<file path="src/rtl/inst_loader.sv">
// Instruction-memory loader: parses a LEN/DATA/CSUM byte frame, writes 32-bit words
// sequentially, and holds the CPU in reset until the frame checksum verifies.
module inst_loader #(
    parameter int ADDR_WIDTH = 12,
    parameter int DATA_WIDTH = 32
) (
    input  logic                  clk,
    input  logic                  rst,
    input  logic                  load_start_i,
    input  logic [7:0]            byte_i,
    input  logic                  byte_valid_i,
    output logic                  byte_ready_o,
    output logic                  mem_we_o,
    output logic [ADDR_WIDTH-1:0] mem_addr_o,
    output logic [DATA_WIDTH-1:0] mem_wdata_o,
    output logic                  cpu_hold_o,
    output logic                  busy_o,
    output logic                  done_o,
    output logic                  err_o,
    output logic [ADDR_WIDTH:0]   words_loaded_o
);

    typedef enum logic [2:0] {S_IDLE, S_LEN, S_DATA, S_CSUM, S_DONE, S_ERR} state_t;

    localparam logic [32:0] MAX_WORDS = 33'd1 << ADDR_WIDTH;

    state_t              state, state_nxt;
    logic [1:0]          byte_cnt;
    logic [31:0]         len_q;
    logic [23:0]         word_q;
    logic [7:0]          csum_q;
    logic                xfer;
    logic                start;
    logic                last_byte;
    logic                last_word;
    logic                len_too_big;
    logic [31:0]         len_full;
    logic [ADDR_WIDTH:0] wl_inc;

    assign xfer        = byte_valid_i && byte_ready_o;
    assign start       = load_start_i && (state == S_IDLE || state == S_DONE || state == S_ERR);
    assign last_byte   = (byte_cnt == 2'd3);
    assign len_full    = {byte_i, len_q[31:8]};
    assign len_too_big = {1'b0, len_full} > MAX_WORDS;
    assign wl_inc      = words_loaded_o + 1'b1;
    assign last_word   = (32'(wl_inc) == len_q);

    always_comb begin
        state_nxt    = state;
        byte_ready_o = 1'b0;
        case (state)
            S_IDLE, S_DONE, S_ERR: begin
                if (load_start_i) state_nxt = S_LEN;
            end
            S_LEN: begin
                byte_ready_o = 1'b1;
                if (xfer && last_byte) begin
                    if (len_too_big)          state_nxt = S_ERR;
                    else if (len_full == '0)  state_nxt = S_CSUM;
                    else                      state_nxt = S_DATA;
                end
            end
            S_DATA: begin
                byte_ready_o = 1'b1;
                if (xfer && last_byte && last_word) state_nxt = S_CSUM;
            end
            S_CSUM: begin
                byte_ready_o = 1'b1;
                if (xfer) state_nxt = (byte_i == csum_q) ? S_DONE : S_ERR;
            end
            default: state_nxt = S_IDLE;
        endcase
    end

    always_ff @(posedge clk) begin
        if (rst) begin
            state          <= S_IDLE;
            byte_cnt       <= '0;
            len_q          <= '0;
            word_q         <= '0;
            csum_q         <= '0;
            mem_we_o       <= 1'b0;
            mem_addr_o     <= '0;
            mem_wdata_o    <= '0;
            cpu_hold_o     <= 1'b0;
            busy_o         <= 1'b0;
            done_o         <= 1'b0;
            err_o          <= 1'b0;
            words_loaded_o <= '0;
        end else begin
            state    <= state_nxt;
            mem_we_o <= 1'b0;
            if (start) begin
                cpu_hold_o     <= 1'b1;
                busy_o         <= 1'b1;
                done_o         <= 1'b0;
                err_o          <= 1'b0;
                words_loaded_o <= '0;
                csum_q         <= '0;
                byte_cnt       <= '0;
                len_q          <= '0;
            end
            if (xfer) byte_cnt <= byte_cnt + 2'd1;
            case (state)
                S_LEN: begin
                    if (xfer) len_q <= len_full;
                    if (xfer && last_byte && len_too_big) begin
                        err_o  <= 1'b1;
                        busy_o <= 1'b0;
                    end
                end
                S_DATA: begin
                    if (xfer) begin
                        csum_q <= csum_q ^ byte_i;
                        case (byte_cnt)
                            2'd0: word_q[7:0]   <= byte_i;
                            2'd1: word_q[15:8]  <= byte_i;
                            2'd2: word_q[23:16] <= byte_i;
                            default: begin
                                // Word address is simply the count of words already written.
                                mem_we_o       <= 1'b1;
                                mem_addr_o     <= words_loaded_o[ADDR_WIDTH-1:0];
                                mem_wdata_o    <= {byte_i, word_q};
                                words_loaded_o <= wl_inc;
                            end
                        endcase
                    end
                end
                S_CSUM: begin
                    if (xfer) begin
                        busy_o <= 1'b0;
                        if (byte_i == csum_q) begin
                            done_o     <= 1'b1;
                            cpu_hold_o <= 1'b0;
                        end else begin
                            err_o <= 1'b1;
                        end
                    end
                end
                default: ;
            endcase
        end
    end

endmodule

</file>
<file path="config.mk">
export PLATFORM = sky130hd
export DESIGN_NAME = inst_loader
export DESIGN_NICKNAME = d
export VERILOG_FILES = /design/src/rtl/inst_loader.sv
export SDC_FILE = /design/constraint.sdc
export NUM_CORES = 1
export LEC_CHECK = 0
export ABC_AREA = 1
export BUFFER_PORTS_ARGS = -buffer_cell sky130_fd_sc_hd__buf_4
export CORE_AREA = 4 4 105 107
export DETAILED_ROUTE_END_ITERATION = 10
export DIE_AREA = 0 0 109 111
export GPL_ROUTABILITY_DRIVEN = 0
export GPL_TIMING_DRIVEN = 1
export PLACE_DENSITY = 0.77
export SLEW_MARGIN = 20
export SYNTH_ARGS = -nofsm -noshare
export SYNTH_HDL_FRONTEND = slang
export SYNTH_SLANG_ARGS = --single-unit
</file>
<file path="constraint.sdc">
create_clock -name clk -period 2.2 [get_ports clk]
set_input_delay 0.33 -clock clk [delete_from_list [all_inputs] [get_ports clk]]
set_output_delay 0.33 -clock clk [all_outputs]
set_load 0.01 [all_outputs]
</file>
# After elaboration in Yosys (flattened, before gate mapping)
# Cells that the tools add are included.
[totals]
regBits = 131
input_bits = 12
output_inout_bits = 63
elab_cells = 95
[op_classes]
addsub = 2
order_cmp = 1
eq_ne = 14
mux = 39
n_bitwise = 4
reduce_logical = 20
[ops]
columns = ["op", "count"]
rows = [
  ["$mux 32", 3],
  ["$mux 13", 4],
  ["$eq 13x32->1", 1],
  ["$gt 32x13->1 const B", 1],
  ["$logic_not 32->1", 1],
  ["$mux 8", 3],
  ["$mux 1", 19],
  ["$mux 3", 5],
  ["$add 13x1->13 const B", 1],
  ["$pmux 3 s4", 1],
  ["$reduce_and 3->1", 4],
  ["$reduce_or 3->1", 4],
  ["$eq 8x8->1", 1],
  ["$ne 2x2->1 const B", 4],
  ["$xor 8x8->8", 1],
  ["$eq 3x2->1 const B", 2],
  ["$eq 3x3->1 const B", 2],
  ["$logic_and 1x1->1", 5],
  ["$eq 2x2->1 const B", 2],
  ["$mux 2", 2],
  ["$pmux 1 s2", 2],
  ["$reduce_and 4->1", 1],
  ["$eq 3x1->1 const B", 1],
  ["$logic_not 3->1", 1],
  ["6 further kinds", 9],
]

# Logic depth before layout (Yosys ltp)
[logic_depth]
word_depth = 8
depth_mapped = 16
depth_no_buf = 16

# Worst setup path after synthesis
# No wires, ideal clock.
[synth_timing]
path_kind = "register to register"
start = "register words_loaded_o[0]"
end = "register state[2]"
setup_time_ps = 115
t_arrival_ps = 1711
required_ps = 2085
path_slack_ps = 374
path_stages_with_launch = 17
path_buffers = 0
period_less_slack_ps = 1826
cell_sequence = "dfxtp_1 -> ha_1 -> nand2_2 -> nor2_4 -> nand2_2 -> nand2_2 -> nand2_1 -> nand2_1 -> nand2_1 -> nor2_1 -> nand2_1 -> nor2_2 -> nand2_1 -> nand2_2 -> nand3_1 -> nand2_1 -> nor2_1"
[synth_between]
elab_chain_len = 5
[synth_rtl]
columns = ["element", "line_no", "source"]
rows = [
  ["start: declaration", "20", "output logic [ADDR_WIDTH:0] words_loaded_o"],
  ["start signal: assignment", "124", "words_loaded_o <= wl_inc;"],
  ["$add 13x1->13", "45", "assign wl_inc = words_loaded_o + 1'b1;"],
  ["$eq 13x32->1", "46", "assign last_word = (32'(wl_inc) == len_q);"],
  ["$logic_and 1x1->1", "65", "if (xfer && last_byte && last_word) state_nxt = S_CSUM;"],
  ["$ne 2x2->1 (no line)", "--", ""],
  ["$reduce_and 4->1 (no line)", "--", ""],
  ["end signal: assignment", "91", "state <= state_nxt;"],
  ["end: declaration", "27", "state_t state, state_nxt;"],
]
# Every way passes these cells.
# A chain may end at the register's enable or synchronous reset.

# Final worst setup path
[layout_timing]
start = "register words_loaded_o[1]"
end = "register state[1]"
# The elaborated chain is that of the path after synthesis.

==> results.md <==
* Post-route ant nets at 0
* Avg Inst Size Synth at 7.45 sq um
* Worst skew pair latency at 0.52 ns
* Crit start category: flip-flop
* Power per cell area at 972 mW/mm^2
* Share of layout cells above drive strength 1 at 17.3%
* Pleak at 2.73 nW
* Slew headroom at 65.7%
* Number of max-cap violations at 0
* Fin Setup TNS at 0 ns
* Layout Nets at 836
* Total die area at 0.0121 sq mm
* WL/cell at 14.8 um
* Synth warn at 0
* CTS H-tree depth at 4
* Tightest Pin Transition at 0.514 ns
* First-iteration detailed-routing DRC count at 426
* Status: finished clean
* Worst setup path class: flip-flop to flip-flop
* Dpl hpwl at 9770 um
* N_diodes at 0
* Commonest non-fill, non-tap cells in the layout: 130 x dfxtp_1, 121 x nand2_1, 86 x inv_1, 82 x buf_4, 78 x a21oi_1
* I/O pin cnt at 75
* Count of cell types in the netlist at 34
* DIE WIDTH at 109 um
* R2r setup slk at 0.23 ns
* Gate power share at 19.5%
* Worst hold path type: primary input to flip-flop
* Router iterations before antenna repair at 6
* Share of the synthesized area in the top cell type at 46.7%
* # setup viols final at 0
* CTS tree: built
* Final Hold Vio Count at 0
* First-pass GRT wire length at 23400 um
* Num CTS Buffers at 17
* Via density per instance at 5.51
* Vias post-DR at 5328
* R2R depth at 14
* Grt ovf at 0
* #FFs+latches synth at 131
* CP Capture Type: flip-flop
* Mapped Area at 0.00562 sq mm
* Cell taking the most area after synthesis: dfxtp_1
* Initial core utilization at 55.4%
* Worst Hold Path EP: mem_wdata_o[24]
* Reg clk slew, reported paths at 0.06 ns
* Switch share at 31.2%
* Synth-to-layout area growth at 21.5%
* CTS Root Cell: clkbuf_8
* Tmin final at 1.97 ns
* Slew Viols, Final at 0
* Internal Power at 4.56 mW
* WL final at 14300 um
* Post-cts hold buffer count at 0
* P_sw at 2.07 mW
* FF-to-FF Start: words_loaded_o[1]
* Top post-synthesis cells by area: dfxtp_1 47%, nand2_1 8.1%, a21oi_1 7.0%
* DP Area at 0.00626 sq mm
* Remaining DRCs at 0
* Commonest non-fill, non-tap cell in the layout: dfxtp_1
* Final instance area at 0.00682 sq mm
* Site Rows at 37
* Final Util at 67.3%
* GRT Util Overall at 24.3%
* Clk pwr share at 38.6%
* Fmax achieved at 508 MHz
* Final worst-path cycle share at 89.6%
* Chip Height at 111 um
* Core area at 0.0101 sq mm
* RSZ-0062 raised after global routing: false
* Worst Path Max Fanout at 5
* Register area share after synthesis at 46.7%
* Worst vdd ir at 0.000583 V
* Clock Sinks at 131
* Worst hold stages at 3
* Critical Path RT at 2.63 ns
* Worst Skew at 0.00558 ns
* Initial antenna violation count at 0
* Hold Crit Start: byte_i[0]
* Clock tree buffer depth at 2
* Syn nets at 772
* Pin count of the biggest net entering global routing at 65
* Vias in the first global route at 4997
* Worst r2r dst: state[1]
* Crit path arrival time at 2.40 ns
* Seq pwr share at 41.9%
* Cell count after synthesis at 754
* I/O Buffers at 74
state kept, by name, summed over array words and instances, names as in the netlist, 2 cells and up:
register        cells
csum_q              8
state               3
mem_wdata_o        32
mem_addr_o         12
byte_cnt            2
len_q              32
words_loaded_o     13
word_q             24
kinds of logic after synthesis:
kind of cell	share of synthesized area, %
and+or+nand+nor	22.3
buffers and inverters	9.09
adders and majority gates	1.34
xor gates and xnor gates	1.96
DFF	46.7
AOI/OAI and AO/OA	18.6
metrics by stage:
stage	power, mW	instances	worst slack, ns	hold slack, ns
floorplan	3.71	754	0.374	0.405
global placement	4.03	935	0.278	0.435
detailed placement	4.09	935	0.154	0.440
CTS	6.63	967	0.112	0.124
global route	6.95	967	0.00827	0.138
finish	6.63	967	0.230	0.143
layout make-up:
cell class,instances,area (sq um)
Tap cell,136,170
Clock buffer,18,428
Timing Repair Buffer,83,636
Multi-Input combinational cell,491,2500
Inverter,94,355
Sequential cell,131,2620
Fill cell,823,3320
Clock inverter,14,114
worst max-delay path by stage:
stage | from | endpoint | slack [ns] | cells past startpoint
finish | words_loaded_o[1] | state[1] | 0.23 | 14
global route | state[1] | word_q[16] | 0.008 | 8
CTS | words_loaded_o[0] | state[2] | 0.11 | 16
detailed placement | words_loaded_o[0] | state[0] | 0.15 | 16
global placement | words_loaded_o[0] | state[0] | 0.28 | 16
floorplan | words_loaded_o[0] | state[2] | 0.37 | 16
synth_stat cells:
library cell,n
a211oi_1,5
nand3b_1,6
inv_2,8
a21oi_1,78
o21bai_1,1
o21ai_1,40
nand3_1,69
nand3_2,2
inv_1,86
buf_1,5
nor3_2,1
buf_2,9
xnor2_1,5
nor2_2,2
o31ai_1,1
o21ai_2,1
nand4_1,8
a31oi_1,1
dfxtp_1,131
nor3b_1,1
and2_1,2
xor2_1,5
ha_1,6
or2_2,1
buf_4,1
clkbuf_1,23
o22ai_1,5
nand2_2,7
xnor3_1,1
o21ai_0,71
nor3_1,14
nand2_1,121
nor2_4,5
nor2_1,32
power groups by stage:
stage | clock network, mW | logic, mW | registers [mW]
finish | 2.56 | 1.29 | 2.78
global placement | 0 | 1.22 | 2.81
CTS | 2.57 | 1.28 | 2.77
floorplan | 0 | 0.935 | 2.78
detailed placement | 0 | 1.26 | 2.82
global route | 2.68 | 1.46 | 2.81
layer usage:
layer  track usage, %  vias to the layer above  wire length (um)
met5                0                        -                 0
met4             9.68                        0               294
met3             5.53                       32               932
met2             40.3                      211              6980
met1             30.1                     2455              6090
li1                 -                     2630                 -
critical path, stage by stage (launching register included):
cell and delay, ns:
dfxtp_1 0.44, ha_4 0.20, nand3_1 0.17, nor2_1 0.15
nand2_1 0.10, nand3b_1 0.11, nand2_1 0.06, nor2_1 0.11
nand2_1 0.07, nor2_2 0.07, nand2_1 0.08, nand2_2 0.11
nand3b_1 0.09, nand2_1 0.08, inv_1 0.03
repair_timing:
item                       in CTS  in global routing
setup endpoints to repair       0                  7
setup buffers                   0                  0
resized for setup               0                  5
(Power assumes the default switching activity.)
